### src/rtl/lsu_byte_merge_if.sv
// Request, response and memory-side signal bundle for lsu_byte_merge.
// The slave modport is the unit; the master modport is the pipeline plus the word memory.
interface lsu_byte_merge_if #(
    parameter int ADDR_WIDTH = 16
);
    logic                  req_valid_i;
    logic                  req_ready_o;
    logic                  req_we_i;
    logic                  req_half_i;
    logic                  req_unsigned_i;
    logic [ADDR_WIDTH-1:0] req_addr_i;
    logic [15:0]           req_wdata_i;
    logic                  resp_valid_o;
    logic [15:0]           resp_rdata_o;
    logic                  misalign_o;
    logic                  oor_o;
    logic [15:0]           mem_addr_o;
    logic [15:0]           mem_data_o;
    logic                  mem_write_o;
    logic                  mem_read_o;
    logic [15:0]           mem_rdata_i;

    modport slave (
        input  req_valid_i, req_we_i, req_half_i, req_unsigned_i, req_addr_i, req_wdata_i,
        input  mem_rdata_i,
        output req_ready_o, resp_valid_o, resp_rdata_o, misalign_o, oor_o,
        output mem_addr_o, mem_data_o, mem_write_o, mem_read_o
    );

    modport master (
        output req_valid_i, req_we_i, req_half_i, req_unsigned_i, req_addr_i, req_wdata_i,
        output mem_rdata_i,
        input  req_ready_o, resp_valid_o, resp_rdata_o, misalign_o, oor_o,
        input  mem_addr_o, mem_data_o, mem_write_o, mem_read_o
    );
endinterface

### src/rtl/lsu_byte_merge.sv
// Byte-addressed load/store front end for a 16-bit word memory (read-modify-write byte stores).
// Define LSU_ACCESS_CNT_EN to add the load/store access counters.
module lsu_byte_merge #(
    parameter int MEM_WORDS  = 8192,
    parameter int ADDR_WIDTH = 16
) (
    input  logic               clk,
    input  logic               rst,
    lsu_byte_merge_if.slave    bus
`ifdef LSU_ACCESS_CNT_EN
    ,
    output logic [15:0]        load_cnt_o,
    output logic [15:0]        store_cnt_o
`endif
);

    typedef enum logic [2:0] {
        S_IDLE = 3'd0,
        S_RD   = 3'd1,
        S_CAP  = 3'd2,
        S_WR   = 3'd3,
        S_RESP = 3'd4
    } state_t;

    state_t                state_q, state_d;
    logic                  we_q, we_d;
    logic                  half_q, half_d;
    logic                  uns_q, uns_d;
    logic [ADDR_WIDTH-1:0] addr_q, addr_d;
    logic [15:0]           wdata_q, wdata_d;
    logic [15:0]           rdata_q, rdata_d;
    logic                  misalign_q, misalign_d;
    logic                  oor_q, oor_d;

    logic                  ready_s;
    logic                  mem_read_s;
    logic                  mem_write_s;
    logic [15:0]           mem_addr_s;
    logic [15:0]           mem_data_s;
    logic [ADDR_WIDTH-1:0] req_idx_s;
    logic                  req_misalign_s;
    logic                  req_oor_s;

    function automatic logic [15:0] word_index(input logic [ADDR_WIDTH-1:0] a);
        logic [ADDR_WIDTH-1:0] idx;
        idx = {1'b0, a[ADDR_WIDTH-1:1]};
        return 16'(idx);
    endfunction

    function automatic logic [15:0] load_extend(input logic [15:0] word, input logic half,
                                                input logic uns, input logic hi);
        logic [7:0]  b;
        logic [15:0] res;
        b = hi ? word[15:8] : word[7:0];
        if (half) begin
            res = word;
        end else if (uns) begin
            res = {8'h00, b};
        end else begin
            res = {{8{b[7]}}, b};
        end
        return res;
    endfunction

    // Little-endian: the odd byte of an address pair lives in bits [15:8].
    function automatic logic [15:0] byte_merge(input logic [15:0] word, input logic [7:0] b,
                                               input logic hi);
        return hi ? {b, word[7:0]} : {word[15:8], b};
    endfunction

    assign req_idx_s      = {1'b0, bus.req_addr_i[ADDR_WIDTH-1:1]};
    assign req_misalign_s = bus.req_half_i & bus.req_addr_i[0];
    assign req_oor_s      = (32'(req_idx_s) >= 32'(MEM_WORDS));

    // State register, request latches and registered response.
    always_ff @(posedge clk or posedge rst) begin
        if (rst) begin
            state_q    <= S_IDLE;
            we_q       <= 1'b0;
            half_q     <= 1'b0;
            uns_q      <= 1'b0;
            addr_q     <= '0;
            wdata_q    <= 16'h0000;
            rdata_q    <= 16'h0000;
            misalign_q <= 1'b0;
            oor_q      <= 1'b0;
        end else begin
            state_q    <= state_d;
            we_q       <= we_d;
            half_q     <= half_d;
            uns_q      <= uns_d;
            addr_q     <= addr_d;
            wdata_q    <= wdata_d;
            rdata_q    <= rdata_d;
            misalign_q <= misalign_d;
            oor_q      <= oor_d;
        end
    end

    // Next-state, latch capture and memory-side decode.
    always_comb begin
        state_d     = state_q;
        we_d        = we_q;
        half_d      = half_q;
        uns_d       = uns_q;
        addr_d      = addr_q;
        wdata_d     = wdata_q;
        rdata_d     = rdata_q;
        misalign_d  = misalign_q;
        oor_d       = oor_q;
        ready_s     = 1'b0;
        mem_read_s  = 1'b0;
        mem_write_s = 1'b0;
        mem_addr_s  = 16'h0000;
        mem_data_s  = 16'h0000;

        case (state_q)
            S_IDLE: begin
                ready_s = 1'b1;
                if (bus.req_valid_i) begin
                    we_d    = bus.req_we_i;
                    half_d  = bus.req_half_i;
                    uns_d   = bus.req_unsigned_i;
                    addr_d  = bus.req_addr_i;
                    wdata_d = bus.req_wdata_i;
                    if (req_misalign_s || req_oor_s) begin
                        state_d    = S_RESP;
                        rdata_d    = 16'h0000;
                        misalign_d = req_misalign_s;
                        oor_d      = req_oor_s;
                    end else if (bus.req_we_i && bus.req_half_i) begin
                        state_d = S_WR;
                    end else begin
                        state_d = S_RD;
                    end
                end else begin
                    state_d = S_IDLE;
                end
            end
            S_RD: begin
                mem_read_s = 1'b1;
                mem_addr_s = word_index(addr_q);
                state_d    = S_CAP;
            end
            S_CAP: begin
                mem_addr_s = word_index(addr_q);
                misalign_d = 1'b0;
                oor_d      = 1'b0;
                state_d    = S_RESP;
                if (we_q) begin
                    mem_write_s = 1'b1;
                    mem_data_s  = byte_merge(bus.mem_rdata_i, wdata_q[7:0], addr_q[0]);
                    rdata_d     = 16'h0000;
                end else begin
                    rdata_d = load_extend(bus.mem_rdata_i, half_q, uns_q, addr_q[0]);
                end
            end
            S_WR: begin
                mem_write_s = 1'b1;
                mem_addr_s  = word_index(addr_q);
                mem_data_s  = wdata_q;
                rdata_d     = 16'h0000;
                misalign_d  = 1'b0;
                oor_d       = 1'b0;
                state_d     = S_RESP;
            end
            S_RESP: begin
                state_d = S_IDLE;
            end
            default: begin
                state_d = S_IDLE;
            end
        endcase
    end

    assign bus.req_ready_o  = ready_s;
    assign bus.resp_valid_o = (state_q == S_RESP);
    assign bus.resp_rdata_o = rdata_q;
    assign bus.misalign_o   = misalign_q;
    assign bus.oor_o        = oor_q;
    assign bus.mem_addr_o   = mem_addr_s;
    assign bus.mem_data_o   = mem_data_s;
    assign bus.mem_write_o  = mem_write_s;
    assign bus.mem_read_o   = mem_read_s;

`ifdef LSU_ACCESS_CNT_EN
    logic [15:0] load_cnt_q, load_cnt_d;
    logic [15:0] store_cnt_q, store_cnt_d;
    logic        count_s;

    // Only completed, non-faulting accesses are counted; the latched we still describes them in RESP.
    assign count_s = (state_q == S_RESP) && !misalign_q && !oor_q;

    // Access counter next-state.
    always_comb begin
        load_cnt_d  = load_cnt_q;
        store_cnt_d = store_cnt_q;
        if (count_s && we_q) begin
            store_cnt_d = store_cnt_q + 16'd1;
        end else if (count_s) begin
            load_cnt_d = load_cnt_q + 16'd1;
        end else begin
            load_cnt_d = load_cnt_q;
        end
    end

    // Access counter registers.
    always_ff @(posedge clk or posedge rst) begin
        if (rst) begin
            load_cnt_q  <= 16'h0000;
            store_cnt_q <= 16'h0000;
        end else begin
            load_cnt_q  <= load_cnt_d;
            store_cnt_q <= store_cnt_d;
        end
    end

    assign load_cnt_o  = load_cnt_q;
    assign store_cnt_o = store_cnt_q;
`endif

endmodule

### src/flat_wrapper.sv
// flat-port wrapper written by rule: the top's interface ports become plain ports
module lsu_byte_merge_flat 
#(
    parameter int MEM_WORDS  = 8192,
    parameter int ADDR_WIDTH = 16
)
  (clk, rst, bus_req_valid_i, bus_req_we_i, bus_req_half_i, bus_req_unsigned_i, bus_req_addr_i, bus_req_wdata_i, bus_mem_rdata_i, bus_req_ready_o, bus_resp_valid_o, bus_resp_rdata_o, bus_misalign_o, bus_oor_o, bus_mem_addr_o, bus_mem_data_o, bus_mem_write_o, bus_mem_read_o);
  lsu_byte_merge_if #(.ADDR_WIDTH(ADDR_WIDTH)) bus_i ();
  input  logic clk;
  input  logic rst;
  input wire logic [$bits(bus_i.req_valid_i)-1:0] bus_req_valid_i;
  input wire logic [$bits(bus_i.req_we_i)-1:0] bus_req_we_i;
  input wire logic [$bits(bus_i.req_half_i)-1:0] bus_req_half_i;
  input wire logic [$bits(bus_i.req_unsigned_i)-1:0] bus_req_unsigned_i;
  input wire logic [$bits(bus_i.req_addr_i)-1:0] bus_req_addr_i;
  input wire logic [$bits(bus_i.req_wdata_i)-1:0] bus_req_wdata_i;
  input wire logic [$bits(bus_i.mem_rdata_i)-1:0] bus_mem_rdata_i;
  output wire logic [$bits(bus_i.req_ready_o)-1:0] bus_req_ready_o;
  output wire logic [$bits(bus_i.resp_valid_o)-1:0] bus_resp_valid_o;
  output wire logic [$bits(bus_i.resp_rdata_o)-1:0] bus_resp_rdata_o;
  output wire logic [$bits(bus_i.misalign_o)-1:0] bus_misalign_o;
  output wire logic [$bits(bus_i.oor_o)-1:0] bus_oor_o;
  output wire logic [$bits(bus_i.mem_addr_o)-1:0] bus_mem_addr_o;
  output wire logic [$bits(bus_i.mem_data_o)-1:0] bus_mem_data_o;
  output wire logic [$bits(bus_i.mem_write_o)-1:0] bus_mem_write_o;
  output wire logic [$bits(bus_i.mem_read_o)-1:0] bus_mem_read_o;
  assign bus_i.req_valid_i = bus_req_valid_i;
  assign bus_i.req_we_i = bus_req_we_i;
  assign bus_i.req_half_i = bus_req_half_i;
  assign bus_i.req_unsigned_i = bus_req_unsigned_i;
  assign bus_i.req_addr_i = bus_req_addr_i;
  assign bus_i.req_wdata_i = bus_req_wdata_i;
  assign bus_i.mem_rdata_i = bus_mem_rdata_i;
  assign bus_req_ready_o = bus_i.req_ready_o;
  assign bus_resp_valid_o = bus_i.resp_valid_o;
  assign bus_resp_rdata_o = bus_i.resp_rdata_o;
  assign bus_misalign_o = bus_i.misalign_o;
  assign bus_oor_o = bus_i.oor_o;
  assign bus_mem_addr_o = bus_i.mem_addr_o;
  assign bus_mem_data_o = bus_i.mem_data_o;
  assign bus_mem_write_o = bus_i.mem_write_o;
  assign bus_mem_read_o = bus_i.mem_read_o;
  lsu_byte_merge #(.MEM_WORDS(MEM_WORDS), .ADDR_WIDTH(ADDR_WIDTH)) u_core (.clk(clk), .rst(rst), .bus(bus_i));
endmodule
### config.mk
export PLATFORM = sky130hd
export DESIGN_NAME = lsu_byte_merge_flat
export DESIGN_NICKNAME = d
export VERILOG_FILES = /design/src/rtl/lsu_byte_merge_if.sv /design/src/rtl/lsu_byte_merge.sv /design/src/flat_wrapper.sv
export SDC_FILE = /design/constraint.sdc
export NUM_CORES = 1
export LEC_CHECK = 0
export ABC_AREA = 1
export BUFFER_PORTS_ARGS = -buffer_cell sky130_fd_sc_hd__buf_2
export CORE_MARGIN = 3
export CORE_UTILIZATION = 40
export DETAILED_ROUTE_END_ITERATION = 7
export GPL_TIMING_DRIVEN = 1
export HOLD_SLACK_MARGIN = 0.03
export PLACE_DENSITY_LB_ADDON = 0.2
export REMOVE_ABC_BUFFERS = 1
export SYNTH_ARGS = -nofsm -noshare
export SYNTH_HDL_FRONTEND = slang
export SYNTH_SLANG_ARGS = --single-unit
### constraint.sdc
create_clock -name clk -period 2.65 [get_ports clk]
set_input_delay 0.1325 -clock clk [delete_from_list [all_inputs] [get_ports clk]]
set_output_delay 0.1325 -clock clk [all_outputs]
set_load 0.05 [all_outputs]
Word level (Yosys, flattened, before mapping)
Cells that the tools add are included.
{"block": "totals", "input_bits": 54, "word_cells": 52, "register_bits": 56, "output_inout_bits": 54}
{"block": "classes", "bitwise": 1, "n_lt_le_gt_ge": 1, "n_mux": 25, "eq_ne": 6, "n_reduce_logical": 10}
{"cell": "$mux 16", "count": 7}
{"cell": "$pmux 16 s3", "count": 1}
{"cell": "$pmux 16 s2", "count": 1}
{"cell": "$ge 15x14->1 const B", "count": 1}
{"cell": "$mux 15", "count": 1}
{"cell": "$pmux 3 s3", "count": 1}
{"cell": "$mux 8", "count": 1}
{"cell": "$mux 1", "count": 7}
{"cell": "$eq 3x2->1 const B", "count": 2}
{"cell": "$mux 3", "count": 2}
{"cell": "$pmux 1 s2", "count": 3}
{"cell": "$reduce_and 3->1", "count": 2}
{"cell": "$eq 3x1->1 const B", "count": 1}
{"cell": "$eq 3x3->1 const B", "count": 1}
{"cell": "$logic_not 3->1", "count": 1}
{"cell": "$reduce_bool 3->1", "count": 1}
{"cell": "$reduce_or 3->1", "count": 1}
{"cell": "$mux 2", "count": 1}
{"cell": "$ne 2x1->1 const B", "count": 1}
{"cell": "$ne 2x2->1 const B", "count": 1}
{"cell": "$reduce_and 2->1", "count": 1}
{"cell": "$reduce_bool 2->1", "count": 1}
{"cell": "$reduce_or 2->1", "count": 1}
{"cell": "$and 1x1->1", "count": 1}
{"cell": "other kinds (2)", "count": 2}

Depth between registers and ports, before layout
{"block": "logic_depth", "ltp_word": 5, "ltp_mapped": 7, "depth_no_buf": 7}

Worst setup path after synthesis
Ideal clock, no wire load.
{"block": "synth_path", "path_type": "flip-flop to output port", "startpoint": "register u_core.state_q[2]", "endpoint": "output bus_mem_data_o[7]", "arrival_ns": 1.935, "path_stages_with_launch": 5, "setup_slack_ns": 0.582, "path_cell_list": "dfrtp_1 inv_2 nand3_1 buf_2 o21ai_0"}
{"block": "synth_between", "elab_chain_len": 2, "word_cells_on_any_way": 3, "cone_classes": "eq/ne (2); mux (1)"}
{"item": "start, declared", "line_no": "lsu_byte_merge.sv:25", "source": "state_t state_q, state_d;"}
{"item": "start signal, assigned", "line_no": "lsu_byte_merge.sv:88", "source": "state_q <= state_d;"}
{"item": "$eq 3x2->1", "line_no": "lsu_byte_merge.sv:117", "source": "case (state_q)"}
{"item": "$pmux 16 s2 (*)", "line_no": "lsu_byte_merge.sv:117"}
{"item": "end, declared", "line_no": "flat_wrapper.sv:24", "source": "output wire logic [$bits(bus_i.mem_data_o)-1:0] bus_mem_data_o;"}
Mark *: on every way between the ends. The rest lies on a longest branch, timed or not.

Worst setup path after layout
{"block": "layout_path", "startpoint": "register u_core.addr_q[0]", "endpoint": "output bus_mem_data_o[10]"}
{"block": "layout_between", "elab_chain_len": 3}
{"item": "start, declared", "line_no": "lsu_byte_merge.sv:29", "source": "logic [ADDR_WIDTH-1:0] addr_q, addr_d;"}
{"item": "start signal, assigned", "line_no": "lsu_byte_merge.sv:92", "source": "addr_q <= addr_d;"}
{"item": "$mux 16", "line_no": "lsu_byte_merge.sv:68", "source": "return hi ? {b, word[7:0]} : {word[15:8], b};"}
{"item": "$mux 16", "line_no": "lsu_byte_merge.sv:150", "source": "if (we_q) begin"}
{"item": "$pmux 16 s2", "line_no": "lsu_byte_merge.sv:117"}
No other way between the ends.

==> flow_summary.toml <==
[timing]
slew_violations = 0
fin_setup_tns_ps = 0
rsz0062_at_grt = "false"
hold_ws_ps = 15.6
finalCritPeriodShare_pct = 81.7
fmax_mhz = 462
finalSetupViolCount = 0
fin_worst_skew_ps = 8.05
period_minus_slack_ps = 2170
slew_headroom_pct = 30.5
tightest_slew_ps = 1040
hold_viol_final = 0

[detailed_routing]
viasPerCell = 4.71
num_vias = 2828
drtPass1Iterations = 4
drc = 0
totalWireLength_mm = 7.59
ant_nets = 0
initialDrtViolationCount = 111
wire_per_inst_um = 12.7

[logic_synthesis]
synth_edf_count = 0
seq_area_frac_synth_pct = 48.5
avgSynthCellArea_sq_um = 7.59
ys_top_cells_by_area = "dfrtp_1 (48%), nand2_1 (16%), o21ai_0 (9.9%)"
async_flop_share_pct = 100
synth_warnings = 0
synth_area_sq_um = 2890
synth_area_leader_cell = "dfrtp_1"
synthCells = 381
synth_common_cells = "nand2_1 (125), o21ai_0 (57), dfrtp_1 (56), inv_1 (41), nor2_1 (32)"
synth.most_common_cell = "nand2_1"
synth_seq_cells = 56
yosysUniqueCellTypes = 25
yosys_most_used_dff = "dfrtp_1"
netlist.area_leader.share_pct = 48.5

[die]
start_util_pct = 41.8
die_w_um = 91.0
ios = 108
core_sq_um = 6910
die_area_sq_um = 8280
die_h_um = 91.0
num_rows = 30

[pwr]
p_comb_share_pct = 31.6
p_clk_share_pct = 23.2
ir_worst_vdd_mv = 0.276
pwr_density_cell_nw_per_um2 = 634
cellLeakagePower_uw = 0.00212
netSwitchingPower_uw = 885
switching_share_pct = 37.0
power_frac_seq_pct = 45.2
internal_power_uw = 1500

[worst_setup_path]
r2r_end = "u_core.bus.resp_rdata_o[0]$_DFFE_PP0P_"
crit_cells = 4
path_delay_family = "flip-flops"
regToRegStartpoint = "u_core.addr_q[0]$_DFFE_PP0P_"
crit_chain = "inv_2, o21a_1, o22ai_1, buf_2"
crit_path_top_delay_cell = "dfrtp_1"
startpoint = "u_core.addr_q[0]$_DFFE_PP0P_"
critPathMaxFanout = 24
worst_setup_path_start_kind = "register"
crit_arrival_ps = 2030
max_stage_delay_ps = 760
critPathCaptureType = "output pin"
criticalPathCategory = "register to output pin"
required_ps = 2520
r2r_slack_ps = 890
worst-path-buf-inv = 2
rr_worst_depth = 7
endpoint = "bus_mem_data_o[10]"

[global_route]
antenna_found_initial = 0
grt_pass1_wl_mm = 13.2
grt_pass1_vias = 2825
grtUsageTotal_pct = 19.4
grt_start_max_net_pins = 74
grt-ovfl-total = 0

[clocking]
hold_buffers = 23
cts_tree = "built"
insertion_delay_ps = 310
clkSinkCount = 56
cts_resized = 0
cts_buffer_depth = 2
cts_max_level = 2
postCtsSetupRepairBufs = 0
root_buffer = "clkbuf_8"
cts_buffers = 5
clk_pin_slew_ps = 100

[cells_and_area]
layout-drive-gt1-share_pct = 25.6
fillers = 732
num_antenna_cells = 0
area_growth_pct = 30.5
fin_nets = 557

[place]
hpwlAfterDp_mm = 5.40
place.gp.congestion = 0.866
io_buffers = 106

[run_status]
outcome = "complete, no violations"

[min_path]
hold_class = "input pin to async pin"

[job]
drv_cap = 0
==> cell families (layout without fill, tap and decap cells) <==
family	Yosys count	in the layout	synth area share, %
AO/OA/AOI/OAI	70	70	12.9
buffers and inverters	63	186	10.3
flip-flops	56	56	48.5
other	1	1	0.130
AND/OR/NAND/NOR	191	191	28.2
==> cell usage in the layout, fill, tap and decap left out <==
cell	count
clkbuf_1	1
nand3_4	1
conb_1	1
dfrtp_1	56
nor2_1	32
inv_2	5
o21ai_1	1
or2_2	1
inv_1	40
clkbuf_8	5
nand3_1	21
o21a_1	5
clkinv_2	1
nor3_1	3
nand3_2	2
nor2_4	2
bufinv_16	1
buf_2	106
clkinv_1	2
nor2_8	1
buf_4	2
nor2_2	1
nand2_1	125
o22ai_1	7
nand2_2	1
o21ai_0	57
nand4_1	1
dlygate4sd3_1	23
==> per-stage QoR <==
stage / setup WS, ps / cells / total power [uW] / utilization, % / instance area, sq um
after floorplan: 508 / 365 / 1620 / - / 2770
after global placement: 858 / 569 / 1810 / 49.7 / 3430
after detailed placement: 807 / 569 / 1830 / 49.7 / 3430
after CTS: 453 / 600 / 2420 / 54.6 / 3770
after global routing: 198 / 600 / 2560 / 54.6 / 3770
final: 485 / 600 / 2390 / 54.6 / 3770
==> how the worst min path moves through the flow <==
stage                                    end  slack, ps  cells past startpoint
3_5_place_dp    u_core.addr_q[3]$_DFFE_PP0P_        350                      3
6_report        u_core.addr_q[8]$_DFFE_PP0P_         20                      2
2_1_floorplan   u_core.addr_q[0]$_DFFE_PP0P_        250                      2
4_1_cts        u_core.wdata_q[8]$_DFFE_PP0P_         30                      3
5_1_grt             u_core.uns_q$_DFFE_PP0P_         40                      3
3_3_place_gp    u_core.addr_q[6]$_DFFE_PP0P_        340                      3
==> area by class of cell <==
class	instances	area, sq um	area share (%)
inverter	47	176	4.68
timing repair buffer	131	776	20.6
multi-input combinational	262	1190	31.6
sequential	56	1400	37.2
tap	96	120	3.19
clock inverter	2	35.0	0.929
clock buffer	6	72.6	1.92
==> flip-flops by register name, indices dropped and copies added (netlist names) <==
signal / flops
u_core.bus.oor_o: 1
u_core.we_q: 1
u_core.bus.misalign_o: 1
u_core.uns_q: 1
u_core.wdata_q: 16
u_core.bus.resp_rdata_o: 16
u_core.half_q: 1
u_core.addr_q: 16
u_core.state_q: 3
==> routing by layer <==
| metal | wire length [um] | global-route usage, % | up-vias |
|---|---|---|---|
| li1 | - | - | 1433 |
| met4 | 59 | 4.52 | 0 |
| met5 | 0 | 0 | - |
| met2 | 3550 | 32.0 | 94 |
| met3 | 570 | 4.81 | 7 |
| met1 | 3410 | 25.7 | 1294 |
==> power groups by stage <==
stage | logic (uW) | clock network (uW) | registers, uW
after floorplan | 434 | 0 | 1180
after global placement | 722 | 0 | 1090
after detailed placement | 731 | 0 | 1100
after CTS | 760 | 577 | 1080
after global routing | 858 | 603 | 1100
final | 754 | 555 | 1080
(Power assumes the default switching activity.)
